===== src/rtl/parity_tx_scheduler_if.sv =====
`default_nettype none
// ============================================================================
//  Module   : parity_tx_scheduler_if
//  Purpose  : Requester-side bus and serial link signals of the shared
//             parity transmitter. The master modport is the requester/link
//             side and the slave modport is the scheduler.
//  Revision : 1.0 - initial release
// ============================================================================
interface parity_tx_scheduler_if #(
    parameter int NREQ   = 4,
    parameter int DATA_W = 3
);
    localparam int c_idw = $clog2(NREQ);

    logic [NREQ-1:0]        req;
    logic [NREQ*DATA_W-1:0] data_in;
    logic [NREQ-1:0]        gnt;
    logic                   ser_out;
    logic                   ser_valid;
    logic                   frame_start;
    logic [c_idw-1:0]       src_id;
    logic                   busy;

    modport master (
        output req, data_in,
        input  gnt, ser_out, ser_valid, frame_start, src_id, busy
    );

    modport slave (
        input  req, data_in,
        output gnt, ser_out, ser_valid, frame_start, src_id, busy
    );
endinterface
`default_nettype wire


===== src/rtl/parity_tx_scheduler.sv =====
`default_nettype none
// ============================================================================
//  Module   : parity_tx_scheduler
//  Purpose  : Round-robin scheduler sharing one even-parity encoder and one
//             serial lane among NREQ requesters. The granted word is sent
//             LSB-first as {parity, data}, with a valid strobe and a frame
//             marker on the first bit.
//  Options  : PARITY_TX_STOP_BIT_EN - append a constant-1 stop bit after the
//             parity bit.
//  Revision : 1.0 - initial release
// ============================================================================
module parity_tx_scheduler #(
    parameter int NREQ   = 4,
    parameter int DATA_W = 3
) (
    input wire logic              clk,
    input wire logic              rst,
    parity_tx_scheduler_if.slave  bus
);
    localparam int c_idw = $clog2(NREQ);
`ifdef PARITY_TX_STOP_BIT_EN
    localparam int c_cw = DATA_W + 2;
`else
    localparam int c_cw = DATA_W + 1;
`endif
    localparam int                 c_cnt_w = $clog2(c_cw);
    localparam logic [c_cnt_w-1:0] c_last  = c_cnt_w'(c_cw - 1);
    localparam logic [c_idw-1:0]   c_top   = c_idw'(NREQ - 1);

    typedef enum logic [0:0] {
        ST_IDLE  = 1'b0,
        ST_SHIFT = 1'b1
    } state_t;

    state_t             r_state;
    logic [c_idw-1:0]   r_ptr;
    logic [c_idw-1:0]   r_src_id;
    logic [c_cw-1:0]    r_shift;
    logic [c_cnt_w-1:0] r_cnt;
    logic               r_ser_out;
    logic               r_ser_valid;
    logic               r_frame_start;
    logic               r_busy;

    logic [c_idw-1:0]   w_cand [NREQ];
    logic               w_found;
    logic [c_idw-1:0]   w_idx;
    logic [NREQ-1:0]    w_gnt;
    logic [DATA_W-1:0]  w_word;
    logic [c_cw-1:0]    w_code;
    logic [c_idw-1:0]   w_next_ptr;

    // Candidate k is the requester k positions above the pointer, wrapped
    // explicitly so non-power-of-two NREQ returns to 0 after NREQ-1.
    generate
        for (genvar k = 0; k < NREQ; k++) begin : g_cand
            logic [c_idw:0] w_sum;
            assign w_sum     = {1'b0, r_ptr} + (c_idw + 1)'(k);
            assign w_cand[k] = (w_sum >= (c_idw + 1)'(NREQ))
                             ? c_idw'(w_sum - (c_idw + 1)'(NREQ))
                             : c_idw'(w_sum);
        end
    endgenerate

    // Pick the first requesting candidate; scanning downward lets the
    // lowest offset from the pointer win.
    always_comb begin
        w_found = 1'b0;
        w_idx   = '0;
        for (int k = NREQ - 1; k >= 0; k--) begin
            if (bus.req[w_cand[k]]) begin
                w_found = 1'b1;
                w_idx   = w_cand[k];
            end
        end
    end

    // Grant is only offered while arbitrating; the lane is busy otherwise.
    always_comb begin
        w_gnt = '0;
        if (r_state == ST_IDLE && w_found) begin
            w_gnt[w_idx] = 1'b1;
        end
    end

    assign w_word     = bus.data_in[w_idx*DATA_W +: DATA_W];
`ifdef PARITY_TX_STOP_BIT_EN
    assign w_code     = {1'b1, ^w_word, w_word};
`else
    assign w_code     = {^w_word, w_word};
`endif
    assign w_next_ptr = (w_idx == c_top) ? '0 : w_idx + 1'b1;

    // Arbitration / shift FSM; all link outputs are registered here.
    always_ff @(posedge clk) begin
        if (rst) begin
            r_state       <= ST_IDLE;
            r_ptr         <= '0;
            r_src_id      <= '0;
            r_shift       <= '0;
            r_cnt         <= '0;
            r_ser_out     <= 1'b0;
            r_ser_valid   <= 1'b0;
            r_frame_start <= 1'b0;
            r_busy        <= 1'b0;
        end else begin
            case (r_state)
                ST_IDLE: begin
                    if (w_found) begin
                        // Bit 0 goes straight to the output; the rest waits
                        // in the shift register.
                        r_state       <= ST_SHIFT;
                        r_ptr         <= w_next_ptr;
                        r_src_id      <= w_idx;
                        r_shift       <= w_code >> 1;
                        r_cnt         <= '0;
                        r_ser_out     <= w_code[0];
                        r_ser_valid   <= 1'b1;
                        r_frame_start <= 1'b1;
                        r_busy        <= 1'b1;
                    end
                end
                ST_SHIFT: begin
                    r_frame_start <= 1'b0;
                    if (r_cnt == c_last) begin
                        r_state     <= ST_IDLE;
                        r_cnt       <= '0;
                        r_ser_out   <= 1'b0;
                        r_ser_valid <= 1'b0;
                        r_busy      <= 1'b0;
                    end else begin
                        r_cnt     <= r_cnt + 1'b1;
                        r_ser_out <= r_shift[0];
                        r_shift   <= r_shift >> 1;
                    end
                end
                default: r_state <= ST_IDLE;
            endcase
        end
    end

    assign bus.gnt         = w_gnt;
    assign bus.ser_out     = r_ser_out;
    assign bus.ser_valid   = r_ser_valid;
    assign bus.frame_start = r_frame_start;
    assign bus.src_id      = r_src_id;
    assign bus.busy        = r_busy;

endmodule
`default_nettype wire


===== src/flat_wrapper.sv =====
// flat-port wrapper written by rule: the top's interface ports become plain ports
module parity_tx_scheduler_flat 
#(
    parameter int NREQ   = 4,
    parameter int DATA_W = 3
)
  (clk, rst, bus_req, bus_data_in, bus_gnt, bus_ser_out, bus_ser_valid, bus_frame_start, bus_src_id, bus_busy);
  parity_tx_scheduler_if #(.NREQ(NREQ), .DATA_W(DATA_W)) bus_i ();
  input wire logic clk;
  input wire logic rst;
  input wire logic [$bits(bus_i.req)-1:0] bus_req;
  input wire logic [$bits(bus_i.data_in)-1:0] bus_data_in;
  output wire logic [$bits(bus_i.gnt)-1:0] bus_gnt;
  output wire logic [$bits(bus_i.ser_out)-1:0] bus_ser_out;
  output wire logic [$bits(bus_i.ser_valid)-1:0] bus_ser_valid;
  output wire logic [$bits(bus_i.frame_start)-1:0] bus_frame_start;
  output wire logic [$bits(bus_i.src_id)-1:0] bus_src_id;
  output wire logic [$bits(bus_i.busy)-1:0] bus_busy;
  assign bus_i.req = bus_req;
  assign bus_i.data_in = bus_data_in;
  assign bus_gnt = bus_i.gnt;
  assign bus_ser_out = bus_i.ser_out;
  assign bus_ser_valid = bus_i.ser_valid;
  assign bus_frame_start = bus_i.frame_start;
  assign bus_src_id = bus_i.src_id;
  assign bus_busy = bus_i.busy;
  parity_tx_scheduler #(.NREQ(NREQ), .DATA_W(DATA_W)) u_core (.clk(clk), .rst(rst), .bus(bus_i));
endmodule

===== config.mk =====
export PLATFORM = sky130hd
export DESIGN_NAME = parity_tx_scheduler_flat
export DESIGN_NICKNAME = d
export VERILOG_FILES = /design/src/rtl/parity_tx_scheduler_if.sv /design/src/rtl/parity_tx_scheduler.sv /design/src/flat_wrapper.sv
export SDC_FILE = /design/constraint.sdc
export NUM_CORES = 1
export LEC_CHECK = 0
export ABC_AREA = 1
export CORE_MARGIN = 4
export CORE_UTILIZATION = 45
export CTS_CLUSTER_DIAMETER = 40
export DETAILED_ROUTE_END_ITERATION = 10
export GPL_TIMING_DRIVEN = 0
export HOLD_SLACK_MARGIN = 0.12
export PLACE_DENSITY_LB_ADDON = 0.25
export SYNTH_ARGS = -nofsm -noshare
export SYNTH_HDL_FRONTEND = slang
export SYNTH_SLANG_ARGS = --single-unit

===== constraint.sdc =====
create_clock -name clk -period 2.5 [get_ports clk]
set_clock_uncertainty 0.1 [all_clocks]
set_input_delay 0.375 -clock clk [delete_from_list [all_inputs] [get_ports clk]]
set_output_delay 0.375 -clock clk [all_outputs]
set_load 0.1 [all_outputs]

==> metrics.md <==
| Metric | Value |
|---|---|
| Hold Startpoint | u_core.r_cnt[0]$_SDFFE_PP0P_ |
| Number of cells on the worst reg-to-reg path | 18 |
| Number of non-filler instances in the completed layout | roughly 250 |
| Post-DRT Antenna Nets | 0 |
| Initial DRT Pass Iterations | 4 |
| Die footprint | between 3000 and 4000 sq um |
| Initial Util | approximately 48% |
| Setup TNS Final | -0.142 ns |
| Unrepaired setup endpoints after global routing | yes |
| Antenna violations before repair | 0 |
| Worst slew pin tran | just under 1 ns |
| Synth-to-layout area growth | 67.7% |
| Die span in y | ~57 um |
| Clock-pin slew of the registers on the worst-case setup and hold paths | about 0.07 ns |
| Layout cells sized above 1 | between 30% and 40% |
| Slack of the worst reg-to-reg path | approximately 0.16 ns |
| Cell Count Post-Placement | roughly 230 |
| First DRT Iteration DRCs | 55 |
| I/O Pins | 28 |
| Kind of launch point of the worst setup path | flip-flop |
| Hold crit path type | flip-flop to flip-flop |
| Routed wire length | between 3000 and 4000 um |
| Biggest cell delay along the critical path | around 0.33 ns |
| Total of hold buffers inserted after clock tree synthesis | 0 |
| Detailed-route wire length per cell | approximately 13 um |
| Syn avg cell area | between 6 and 7 sq um |
| Largest delay contributor family on the critical path | simple AND/OR/NAND/NOR gates |
| Flip-flop and latch count after synthesis | 13 |
| Worst slew margin | 35.1% |
| Ys Warns | 0 |
| Setup violators final | 4 |
| Fin worst setup slack | -0.0608 ns |
| Maximum Capacitance Violations | 0 |
| Outcome | finished, violations left |
| Hold Path Cell Cnt | 1 |
| Sequential element share of the synthesized area | around a quarter |
| Endpoint of the worst hold path | u_core.r_cnt[0]$_SDFFE_PP0P_ |
| Number of standard-cell rows in the floorplan | 17 |
| Post-route minimum period | 2.56 ns |
| Netlist area before placement | 1080 sq um |
| Post-synthesis cell type count | 24 |
| Clock buffer depth | 2 |
| Launch point of the worst reg-to-reg path | u_core.r_ptr[0]$_SDFFE_PP0P_ |
| TritonCTS clock tree | built |
| Clock sink count | 13 |
| Number of nets in the finished design | around 250 |
| Highest-delay cell along the critical path | dfxtp_2 |
| Final hold viol count | 0 |
| Gate count of the mapped netlist | 173 |
| Last weighted congestion value of the routability-driven placer | about 0.83 |
| Clock Tree Root | clkbuf_4 |
| HPWL after detailed placement | approximately 2000 um |
| Achievable clock frequency | slightly below 0.4 GHz |
| Number of buffer and inverter instances along the worst setup path | 5 |
| Core Area | 2250 sq um |
| Async S/R FF share, synth | 0% |
| Worst setup EP type | output pin |
| Num CTS Buffers | 3 |
| CP Data Required Time | between 2 and 2.5 ns |
| Number of enable-type register cells in the synthesized netlist | 0 |
| Worst slack on hold paths | approximately 0.37 ns |
| CTS HTree Levels | 1 |
| Capturing point of the worst reg2reg path | u_core.r_shift[2]$_SDFFE_PP0P_ |
| Via density | 5.46 |
| Width of the chip | roughly 57 um |
| Worst-skew pair later-pin latency | between 0.2 and 0.3 ns |
| Grt ovf | 0 |
| Count of vias placed by the detailed router | 1,375 |
| Port Buffers | 27 |
| Residual DRC count | 0 |
| Global-route wire length before repair | ~5300 um |
| Overall track demand over capacity in global routing | 20.7% |
| Largest net degree at the start of global routing | 11 |
| Final Max Slew Viols | 0 |
| Critical path class | flip-flop to output pin |
| Syn Nets | 196 |
| Share of the cycle needed by the critical path after routing | 102% |
| Critical path peak fanout | 7 |
| Antenna Diode Count | 0 |
| Vias in the first global route | 1,275 |
| Worst path arrival time | between 2 and 2.5 ns |
| Violated checks | setup timing |
| Ys flop type | dfxtp_1 |
| CP cell instances | buf_6, inv_8, nand2_2, and2_4, or2_4, nand2_4, nand2_4, nand2_4, buf_12, ha_4, inv_2, nor2_4, buf_12 |
| Most repeated library cell on the critical path | nand2_4 |
==> worst max-delay path by stage <==
stage | startpoint | endpoint | depth (start not counted) | slack [ns]
2_1_floorplan | u_core.r_ptr[0]$_SDFFE_PP0P_ | bus_gnt[0] | 12 | 0.08
3_3_place_gp | bus_req[3] | bus_gnt[1] | 12 | -1.17
3_5_place_dp | bus_req[2] | bus_gnt[2] | 11 | -1.21
4_1_cts | u_core.r_ptr[0]$_SDFFE_PP0P_ | bus_gnt[1] | 13 | -0.02
5_1_grt | u_core.r_ptr[0]$_SDFFE_PP0P_ | bus_gnt[2] | 13 | -0.14
6_report | u_core.r_ptr[0]$_SDFFE_PP0P_ | bus_gnt[2] | 13 | -0.06
==> logic make-up after synthesis <==
group	count (synthesis)	synth area share [%]
AND/OR/NAND/NOR	106	45.5
AO/OA/AOI/OAI	25	12.9
buffers and inverters	24	11.6
adder cells (fa/ha/maj)	5	5.81
flip-flops	13	24.2
==> cell type report <==
class / count / area (sq um)
Inverter: 21 / 91.3
Tap cell: 28 / 35.0
Buffer: 3 / 38.8
Clock buffer: 4 / 26.3
Multi-Input combinational cell: 136 / 897
Timing Repair Buffer: 47 / 453
Fill cell: 150 / 450
Sequential cell: 13 / 263
==> layer usage <==
metal,wire (um),GRT usage [%],up-vias
li1,-,-,657
met1,1200,21.7,626
met2,1730,36.2,72
met3,256,5.06,20
met4,140,13.9,0
met5,0,0,-
==> timing repair <==
action | 4_1_cts | 5_1_grt
setup endpoints to repair | 4 | 4
gates cloned | 1 | 0
gates resized for setup | 73 | 21
buffers inserted | 16 | 3
endpoints found under the hold margin | 0 | 0
pin swaps | 20 | 15
==> cells in the mapped netlist, types with 2 or more instances <==
cell | n | area share [%]
a21oi_1 | 10 | 4.7
dfxtp_1 | 13 | 24
ha_1 | 5 | 5.8
inv_1 | 18 | 6.3
inv_2 | 2 | 0.70
nand2_1 | 56 | 20
nand2_2 | 8 | 4.7
nand2_4 | 3 | 3.1
nand3_1 | 20 | 9.3
nand3b_1 | 2 | 1.4
nor2_1 | 14 | 4.9
o21ai_0 | 8 | 3.7
o21ai_1 | 3 | 1.4
==> flip-flops by register name, indices dropped and copies added (netlist names) <==
register / count
u_core.r_shift: 3
u_core.bus.src_id: 2
u_core.bus.busy: 1
u_core.r_cnt: 2
u_core.bus.frame_start: 1
u_core.r_ptr: 2
u_core.r_state: 1
u_core.bus.ser_out: 1
==> cells in the final DEF (no fill, tap or decap), drive strengths merged <==
master and instances:
a21boi 1, a21oi 10, a31oi 1, and2 1, buf 27, clkbuf 4, clkdlybuf4s50 19, dfxtp 13
dlygate4sd2 4, ha 5, inv 21, nand2 67, nand3 21, nand3b 2, nor2 14, o211ai 1
o21ai 11, o311ai 1, or2 1
==> metrics by stage <==
step                      setup slack (ns)  area [sq um]  util, %
final                              -0.0608          1800     80.0
after detailed placement             -1.21          1410     62.6
after CTS                          -0.0185          1700     75.6
after global placement               -1.17          1410     62.6
after global routing                -0.143          1800     80.0
after floorplan                     0.0797          1110        -
Power is left out: the tool's default activity adds up to more than one toggle a clock period on the data nets, which glitch-free logic cannot reach.
